### config.mk
export PLATFORM = sky130hd
export DESIGN_NAME = decode_stage
export DESIGN_NICKNAME = d
export VERILOG_FILES = /design/src/rtl/constants.sv /design/src/rtl/decode_types.sv /design/src/rtl/pipeline_status.sv /design/src/rtl/imm_gen.sv /design/src/rtl/decode_stage.sv
export SDC_FILE = /design/constraint.sdc
export NUM_CORES = 1
export LEC_CHECK = 0
export BUFFER_PORTS_ARGS = -buffer_cell sky130_fd_sc_hd__buf_2
export CORE_AREA = 5 5 157 159
export CTS_CLUSTER_DIAMETER = 150
export CTS_CLUSTER_SIZE = 14
export DETAILED_ROUTE_END_ITERATION = 8
export DIE_AREA = 0 0 162 164
export GPL_TIMING_DRIVEN = 0
export PLACE_DENSITY = 0.72
export SLEW_MARGIN = 40
export SYNTH_ARGS = -nofsm -noshare
export SYNTH_HDL_FRONTEND = slang
export SYNTH_SLANG_ARGS = --single-unit
### constraint.sdc
create_clock -name clk -period 3.8 [get_ports clk]
set_clock_uncertainty 0.1 [all_clocks]
set_input_delay 0.19 -clock clk [delete_from_list [all_inputs] [get_ports clk]]
set_output_delay 0.19 -clock clk [all_outputs]
set_load 0.01 [all_outputs]
### src/rtl/constants.sv
// Project-wide constants shared by the pipeline stages.
package constants;

  localparam logic [31:0] RESET_ADDRESS = 32'h8000_0000;

endpackage

### src/rtl/decode_types.sv
// RV32I decode types: opcodes, instruction formats, ALU operations and the
// decoded-instruction bundle handed from decode to execute.
package decode_types;

  localparam logic [6:0] OPC_LUI      = 7'b0110111;
  localparam logic [6:0] OPC_AUIPC    = 7'b0010111;
  localparam logic [6:0] OPC_JAL      = 7'b1101111;
  localparam logic [6:0] OPC_JALR     = 7'b1100111;
  localparam logic [6:0] OPC_BRANCH   = 7'b1100011;
  localparam logic [6:0] OPC_LOAD     = 7'b0000011;
  localparam logic [6:0] OPC_STORE    = 7'b0100011;
  localparam logic [6:0] OPC_OP_IMM   = 7'b0010011;
  localparam logic [6:0] OPC_OP       = 7'b0110011;
  localparam logic [6:0] OPC_MISC_MEM = 7'b0001111;
  localparam logic [6:0] OPC_SYSTEM   = 7'b1110011;

  localparam logic [6:0] F7_ZERO = 7'b0000000;
  localparam logic [6:0] F7_ALT  = 7'b0100000;

  typedef enum logic [2:0] {
    FMT_R = 3'd0,
    FMT_I = 3'd1,
    FMT_S = 3'd2,
    FMT_B = 3'd3,
    FMT_U = 3'd4,
    FMT_J = 3'd5
  } format_t;

  typedef enum logic [3:0] {
    ALU_ADD    = 4'd0,
    ALU_SUB    = 4'd1,
    ALU_SLL    = 4'd2,
    ALU_SLT    = 4'd3,
    ALU_SLTU   = 4'd4,
    ALU_XOR    = 4'd5,
    ALU_SRL    = 4'd6,
    ALU_SRA    = 4'd7,
    ALU_OR     = 4'd8,
    ALU_AND    = 4'd9,
    ALU_PASS_B = 4'd10
  } alu_op_t;

  typedef struct packed {
    logic [4:0]  rd;
    logic [4:0]  rs1;
    logic [4:0]  rs2;
    logic [2:0]  funct3;
    alu_op_t     alu_op;
    format_t     format;
    logic [31:0] imm;
    logic        reg_write;
    logic        mem_read;
    logic        mem_write;
    logic        branch;
    logic        jump;
    logic        csr;
    logic        ecall;
    logic        ebreak;
  } decoded_t;

  // Shared OP / OP-IMM ALU selection; alt selects SUB/SRA variants.
  function automatic alu_op_t alu_from_f3(input logic [2:0] f3, input logic alt);
    case (f3)
      3'b000:  alu_from_f3 = alt ? ALU_SUB : ALU_ADD;
      3'b001:  alu_from_f3 = ALU_SLL;
      3'b010:  alu_from_f3 = ALU_SLT;
      3'b011:  alu_from_f3 = ALU_SLTU;
      3'b100:  alu_from_f3 = ALU_XOR;
      3'b101:  alu_from_f3 = alt ? ALU_SRA : ALU_SRL;
      3'b110:  alu_from_f3 = ALU_OR;
      default: alu_from_f3 = ALU_AND;
    endcase
  endfunction

endpackage

### src/rtl/pipeline_status.sv
// Pipeline handshake encodings. Forward status travels toward execute;
// backward status travels toward fetch.
package pipeline_status;

  typedef enum logic [1:0] {
    VALID               = 2'd0,
    BUBBLE              = 2'd1,
    FETCH_FAULT         = 2'd2,
    ILLEGAL_INSTRUCTION = 2'd3
  } forwards_t;

  typedef enum logic [1:0] {
    READY = 2'd0,
    STALL = 2'd1,
    JUMP  = 2'd2
  } backwards_t;

endpackage

### src/rtl/imm_gen.sv
// Immediate generator: extracts and sign-extends the immediate of an RV32I
// instruction according to its format. Purely combinational.
//   instruction_i : raw 32-bit instruction
//   format_i      : decoded instruction format
//   imm_c_o       : 32-bit immediate (zero for R format)
module imm_gen
  import decode_types::*;
(
  input  logic [31:0] instruction_i,
  input  format_t     format_i,
  output logic [31:0] imm_c_o
);

  always_comb begin
    imm_c_o = '0;
    case (format_i)
      FMT_I:   imm_c_o = {{20{instruction_i[31]}}, instruction_i[31:20]};
      FMT_S:   imm_c_o = {{20{instruction_i[31]}}, instruction_i[31:25], instruction_i[11:7]};
      FMT_B:   imm_c_o = {{19{instruction_i[31]}}, instruction_i[31], instruction_i[7],
                          instruction_i[30:25], instruction_i[11:8], 1'b0};
      FMT_U:   imm_c_o = {instruction_i[31:12], 12'b0};
      FMT_J:   imm_c_o = {{11{instruction_i[31]}}, instruction_i[31], instruction_i[19:12],
                          instruction_i[20], instruction_i[30:21], 1'b0};
      default: imm_c_o = '0;
    endcase
  end

endmodule

### src/rtl/decode_stage.sv
// RV32I decode stage. Decodes the fetched instruction into a registered
// bundle, reads operands (with writeback bypass) and relays the backward
// pipeline control to fetch.
//   clk, rst                    : clock, synchronous active-high reset
//   instruction_in, program_counter_in, status_forwards_in : from fetch
//   status_backwards_out, jump_address_backwards_out       : to fetch (combinational)
//   rs1/rs2_address_out, rs1/rs2_data_in                   : register file read ports
//   wb_write_enable_in, wb_address_in, wb_data_in          : writeback bypass
//   decoded_reg_out, rs1/rs2_data_reg_out, program_counter_reg_out,
//   status_forwards_out                                    : registered, to execute
//   status_backwards_in, jump_address_backwards_in         : from execute
module decode_stage
  import pipeline_status::*;
  import decode_types::*;
(
  input  logic        clk,
  input  logic        rst,
  input  logic [31:0] instruction_in,
  input  logic [31:0] program_counter_in,
  input  forwards_t   status_forwards_in,
  output backwards_t  status_backwards_out,
  output logic [31:0] jump_address_backwards_out,
  output logic [4:0]  rs1_address_out,
  output logic [4:0]  rs2_address_out,
  input  logic [31:0] rs1_data_in,
  input  logic [31:0] rs2_data_in,
  input  logic        wb_write_enable_in,
  input  logic [4:0]  wb_address_in,
  input  logic [31:0] wb_data_in,
  output decoded_t    decoded_reg_out,
  output logic [31:0] rs1_data_reg_out,
  output logic [31:0] rs2_data_reg_out,
  output logic [31:0] program_counter_reg_out,
  output forwards_t   status_forwards_out,
  input  backwards_t  status_backwards_in,
  input  logic [31:0] jump_address_backwards_in
);

  logic [6:0] opcode;
  logic [2:0] f3;
  logic [6:0] f7;
  logic [4:0] rd;

  assign opcode = instruction_in[6:0];
  assign f3     = instruction_in[14:12];
  assign f7     = instruction_in[31:25];
  assign rd     = instruction_in[11:7];

  // Backward path is a zero-latency relay.
  assign status_backwards_out       = status_backwards_in;
  assign jump_address_backwards_out = jump_address_backwards_in;

  assign rs1_address_out = instruction_in[19:15];
  assign rs2_address_out = instruction_in[24:20];

  // Operand selection: x0 reads as zero, otherwise writeback data wins.
  logic [31:0] rs1_op_c, rs2_op_c;
  always_comb begin
    rs1_op_c = rs1_data_in;
    rs2_op_c = rs2_data_in;
    if (rs1_address_out == 5'd0) begin
      rs1_op_c = '0;
    end else if (wb_write_enable_in && wb_address_in == rs1_address_out) begin
      rs1_op_c = wb_data_in;
    end
    if (rs2_address_out == 5'd0) begin
      rs2_op_c = '0;
    end else if (wb_write_enable_in && wb_address_in == rs2_address_out) begin
      rs2_op_c = wb_data_in;
    end
  end

  // Opcode decode: format, ALU op, legality and side-effect flags.
  format_t     fmt_c;
  alu_op_t     alu_c;
  logic        legal_c, writes_rd_c, mem_read_c, mem_write_c;
  logic        branch_c, jump_c, csr_c, ecall_c, ebreak_c;
  logic [31:0] imm_c;

  always_comb begin
    fmt_c       = FMT_R;
    alu_c       = ALU_ADD;
    legal_c     = 1'b0;
    writes_rd_c = 1'b0;
    mem_read_c  = 1'b0;
    mem_write_c = 1'b0;
    branch_c    = 1'b0;
    jump_c      = 1'b0;
    csr_c       = 1'b0;
    ecall_c     = 1'b0;
    ebreak_c    = 1'b0;
    if (instruction_in[1:0] == 2'b11) begin
      case (opcode)
        OPC_LUI: begin
          fmt_c = FMT_U; alu_c = ALU_PASS_B; legal_c = 1'b1; writes_rd_c = 1'b1;
        end
        OPC_AUIPC: begin
          fmt_c = FMT_U; legal_c = 1'b1; writes_rd_c = 1'b1;
        end
        OPC_JAL: begin
          fmt_c = FMT_J; legal_c = 1'b1; writes_rd_c = 1'b1; jump_c = 1'b1;
        end
        OPC_JALR: begin
          fmt_c = FMT_I; legal_c = (f3 == 3'b000); writes_rd_c = 1'b1; jump_c = 1'b1;
        end
        OPC_BRANCH: begin
          fmt_c = FMT_B; legal_c = (f3 != 3'b010) && (f3 != 3'b011); branch_c = 1'b1;
        end
        OPC_LOAD: begin
          fmt_c = FMT_I; legal_c = f3 inside {3'b000, 3'b001, 3'b010, 3'b100, 3'b101};
          writes_rd_c = 1'b1; mem_read_c = 1'b1;
        end
        OPC_STORE: begin
          fmt_c = FMT_S; legal_c = f3 inside {3'b000, 3'b001, 3'b010}; mem_write_c = 1'b1;
        end
        OPC_OP_IMM: begin
          fmt_c = FMT_I; writes_rd_c = 1'b1;
          // Only the shift-right encoding carries an arithmetic variant.
          alu_c = alu_from_f3(f3, f7[5] && (f3 == 3'b101));
          case (f3)
            3'b001:  legal_c = (f7 == F7_ZERO);
            3'b101:  legal_c = (f7 == F7_ZERO) || (f7 == F7_ALT);
            default: legal_c = 1'b1;
          endcase
        end
        OPC_OP: begin
          fmt_c = FMT_R; writes_rd_c = 1'b1;
          alu_c = alu_from_f3(f3, f7[5]);
          legal_c = (f7 == F7_ZERO) || ((f7 == F7_ALT) && (f3 == 3'b000 || f3 == 3'b101));
        end
        OPC_MISC_MEM: begin
          fmt_c = FMT_I; legal_c = 1'b1;
        end
        OPC_SYSTEM: begin
          fmt_c = FMT_I;
          if (f3 == 3'b000) begin
            ecall_c  = (instruction_in[31:7] == 25'd0);
            ebreak_c = (instruction_in[31:20] == 12'd1) && (instruction_in[19:7] == 13'd0);
            legal_c  = ecall_c || ebreak_c;
          end else begin
            legal_c = (f3 != 3'b100); csr_c = 1'b1; writes_rd_c = 1'b1;
          end
        end
        default: legal_c = 1'b0;
      endcase
    end
  end

  imm_gen u_imm_gen (
    .instruction_i (instruction_in),
    .format_i      (fmt_c),
    .imm_c_o       (imm_c)
  );

  decoded_t    decoded_d, decoded_q;
  logic [31:0] rs1_data_d, rs1_data_q, rs2_data_d, rs2_data_q, pc_d, pc_q;
  forwards_t   status_d, status_q;

  // Next-state: hold by default, bubble on jump, capture on ready.
  always_comb begin
    decoded_d  = decoded_q;
    rs1_data_d = rs1_data_q;
    rs2_data_d = rs2_data_q;
    pc_d       = pc_q;
    status_d   = status_q;
    case (status_backwards_in)
      JUMP: status_d = BUBBLE;
      READY: begin
        decoded_d.rd        = rd;
        decoded_d.rs1       = rs1_address_out;
        decoded_d.rs2       = rs2_address_out;
        decoded_d.funct3    = f3;
        decoded_d.alu_op    = alu_c;
        decoded_d.format    = fmt_c;
        decoded_d.imm       = imm_c;
        // Illegal instructions must not cause any architectural side effect.
        decoded_d.reg_write = legal_c && writes_rd_c && (rd != 5'd0);
        decoded_d.mem_read  = legal_c && mem_read_c;
        decoded_d.mem_write = legal_c && mem_write_c;
        decoded_d.branch    = legal_c && branch_c;
        decoded_d.jump      = legal_c && jump_c;
        decoded_d.csr       = legal_c && csr_c;
        decoded_d.ecall     = legal_c && ecall_c;
        decoded_d.ebreak    = legal_c && ebreak_c;
        rs1_data_d          = rs1_op_c;
        rs2_data_d          = rs2_op_c;
        pc_d                = program_counter_in;
        if (status_forwards_in == VALID) begin
          status_d = legal_c ? VALID : ILLEGAL_INSTRUCTION;
        end else begin
          status_d = status_forwards_in;
        end
      end
      default: status_d = status_q;
    endcase
  end

  always_ff @(posedge clk) begin
    if (rst) begin
      decoded_q  <= '0;
      rs1_data_q <= '0;
      rs2_data_q <= '0;
      pc_q       <= constants::RESET_ADDRESS;
      status_q   <= BUBBLE;
    end else begin
      decoded_q  <= decoded_d;
      rs1_data_q <= rs1_data_d;
      rs2_data_q <= rs2_data_d;
      pc_q       <= pc_d;
      status_q   <= status_d;
    end
  end

  assign decoded_reg_out         = decoded_q;
  assign rs1_data_reg_out        = rs1_data_q;
  assign rs2_data_reg_out        = rs2_data_q;
  assign program_counter_reg_out = pc_q;
  assign status_forwards_out     = status_q;

endmodule

==> run summary <==
The clock tree synthesis step divided the H-tree into 4 levels. The total area of sequential cells is 3260 um2, and the area share of the leading cell type in the synthesized netlist is 44.6%. The fraction of registers with async set/reset is 0%, and the net total in the final layout is 1,512. The path class of the tightest hold or removal check is input pin to flop.

Prior to clock tree synthesis, the placed netlist has a worst setup slack of 1.12 ns. After technology mapping, the gate count stands at 863. After layout, the design draws a total of 4310 uW. The first TritonRoute pass finished after 5 iterations. At the worst endpoint, the required time is 4.01 ns. The width of the die is 162 um, and the cell area power density is 403 nW/um2. The kind of critical path was input pin to flop. The logs give 8,231 for the via count of the first global-routing pass and 0.000249 V for the worst-case vdd ir drop. The run gives 0 as the antenna violation net count after detailed routing. In the synthesized netlist the dominant register cell turns out to be sky130_fd_sc_hd__dfxtp_1. Sorting the synthesized cells by area gives the leading types as sky130_fd_sc_hd__dfxtp_1 45%, sky130_fd_sc_hd__mux2i_1 8.8%, sky130_fd_sc_hd__a2bb2oi_1 7.9%. Entering global routing, the biggest net connects 17 pins. In this run the static leakage power is 0.00490 uW. Global routing finished with a remaining overflow of 0. The average instance in the mapped netlist occupies 8.48 um2. The flow ran to the end, and the final reports show no timing, DRC or antenna violations.

Routability-driven placement finished with a final weighted congestion of 0.892. Adding up every negative setup slack in the final design gives 0 ns. The tools report the number of fillers in the final layout as 2,312.

The final layout contains routed wiring with a total length of 31,100 um. The cell at the root of the clock tree is sky130_fd_sc_hd__clkbuf_16. The library cell used most frequently in the layout, excluding fill and tap cells, is sky130_fd_sc_hd__buf_2. The number of nets produced by synthesis was 1,067; the highest clock rate was 321 MHz. The count of cells resized by post-cts repair was 0.

The tools report the critical path endpoint category as a flop. In the layout the commonest cells are 382 x sky130_fd_sc_hd__buf_2, 163 x sky130_fd_sc_hd__dfxtp_1, 148 x sky130_fd_sc_hd__nand2_1. The worst setup path is launched from an input pin.

The logs give 3.33 ns for the arrival time of data at the critical path endpoint and 31.6% for the effective utilization at floorplan. Hold repair after CTS inserted 52 buffers. Compared with the post-synthesis result, the final layout area differs by 46.3%. After clock tree synthesis, the clock-pin slew on the worst setup and hold paths is 0.07 ns. The startpoint identified for the worst register-to-register timing path is status_forwards_out[1]. The final critical path time including I/O delays and setup works out to 3.12 ns.

Cell taking the most area after synthesis: sky130_fd_sc_hd__dfxtp_1. Sequential cells were found to cover 44.6% of the synthesized design area. After detailed routing, the number of remaining DRC violations is 0. The tools report the number of buffers inserted during clock tree synthesis as 17.

In this run the cell area of the synthesized design comes to 7320 um2. The port buffer count was 374; the row count was 56. The run gives 0 as the max-cap violation count. Setup violations remaining at the end of the flow were counted as 0.

Dividing the detail-routed wire length by the instance count gives 19.3 um. The launch point of the worst hold path was instruction_in[15]. Post-CTS timing repair inserted 0 buffers for setup. For the worst-skew pair later-pin latency, the log shows 0.41 ns.

Die footprint: 26,600 um2. The total half-perimeter wirelength after legalization and detailed placement was 24,100 um; the count of final max-slew check failures was 0. Across all hold checks on the routed design, the worst slack comes to 0.00989 ns. In this run, synthesis inferred 0 flip-flops with an integrated enable. The number of antenna violations at the first check in global routing is 4, and the overall via count from detail_route is 8,088.

The final critical path takes up 82.1% of the cycle. In this run the standard cell core region covers 23,100 um2. The average vias per placed instance works out to 5.01.

Of the cells placed in the final design, the portion with a size suffix greater than 1 is 35.3%. The critical path startpoint is instruction_in[24]. For this design, the sink count on the clock tree is 163. For the number of top-level design ports, the log shows 411. Number of failing hold endpoints at the final stage: 0.

Once routing completed, OpenROAD measured the worst setup slack at 0.680 ns. The transition time at the pin with the least slew margin was 0.769 ns; the height of the chip was 164 um. The critical-path maximum fanout was 7. The maximum buffer depth of the clock tree is 2. The first global-routing pass estimated 46,200 um of wire. TritonCTS built the clock tree. In the final layout, the multi-input gates occupy 3440 um2. Counting distinct cell types in the post-synthesis netlist gives 52. Setup repair after global routing left no endpoint under its margin.

For this block, the initial DRC count from the detailed router was 404. The yosys synthesis warning count was 0; the remaining max-slew budget at the tightest pin was 48.7%. The global-route usage over all layers is 22.5%, and the count of state elements after synthesis is 163.
-- worst max-delay path, stage by stage --
cell and delay (ns):
sky130_fd_sc_hd__dlygate4sd3_1 0.55, sky130_fd_sc_hd__buf_2 0.19, sky130_fd_sc_hd__or4_1 0.56, sky130_fd_sc_hd__or3_1 0.36, sky130_fd_sc_hd__or4_4 0.55, sky130_fd_sc_hd__o211ai_4 0.30
sky130_fd_sc_hd__o21ai_1 0.08, sky130_fd_sc_hd__dlygate4sd3_1 0.55
-- area by class of cell --
type,count,share of cell area (%)
Multi-Input combinational cell,582,32.1
Sequential cell,163,30.5
Timing Repair Buffer,426,22.4
Buffer,113,5.61
Clock buffer,18,4.01
Tap cell,290,3.39
Clock inverter,14,1.78
Inverter,5,0.175
Antenna cell,2,0.0468
-- sequential cells by signal (all words and copies together), names as in the netlist --
name                     count
rs2_data_reg_out            32
decoded_reg_out             65
program_counter_reg_out     32
rs1_data_reg_out            32
status_forwards_out          2
-- per-layer routing --
layer	share of wire [%]	track usage, %
met1	39	25.0
met5	0.042	0
met2	50	40.2
met4	3.6	9.46
met3	7.3	6.37
-- through the flow --
stage / area (um2) / util [%] / std cells
2_1_floorplan: 7320 / - / 863
3_3_place_gp: 9550 / 41.3 / 1527
3_5_place_dp: 9550 / 41.3 / 1527
4_1_cts: 10700 / 46.2 / 1611
5_1_grt: 10700 / 46.3 / 1613
6_report: 10700 / 46.3 / 1613
-- Yosys cell counts (11+ instances only) --
| cell type | n |
|---|---|
| sky130_fd_sc_hd__o21ai_1 | 29 |
| sky130_fd_sc_hd__buf_4 | 44 |
| sky130_fd_sc_hd__nand2_1 | 148 |
| sky130_fd_sc_hd__clkbuf_1 | 49 |
| sky130_fd_sc_hd__dfxtp_1 | 163 |
| sky130_fd_sc_hd__mux2i_1 | 64 |
| sky130_fd_sc_hd__a2bb2oi_1 | 66 |
| sky130_fd_sc_hd__nor2_1 | 88 |
| sky130_fd_sc_hd__a21oi_1 | 86 |
| sky130_fd_sc_hd__buf_1 | 11 |
-- worst paths after layout --
kind	endpoint	slack (ns)	cells past startpoint
worst max-delay path	status_forwards_out[1]	0.68	8
worst min register to register	decoded_reg_out[26]	0.35	2
worst max register to register	status_forwards_out[1]	1.92	4
worst min-delay path	decoded_reg_out[55]	0.01	3
-- report_power, final --
group,internal (uW),switching [uW],leakage (uW)
Combinational,304,350,0.00327
Clock,1060,794,0.000300
Sequential,1770,30.9,0.00133
-- cell families after synthesis --
| family | count (synthesis) | share of synthesized area [%] |
|---|---|---|
| DFF | 163 | 44.6 |
| and+or+nand+nor | 287 | 16.4 |
| xor gates and xnor gates | 11 | 1.32 |
| buffers and inverters | 118 | 8.47 |
| AOI/OAI and AO/OA | 220 | 20.4 |
| muxes | 64 | 8.76 |
(Power assumes the default switching activity.)
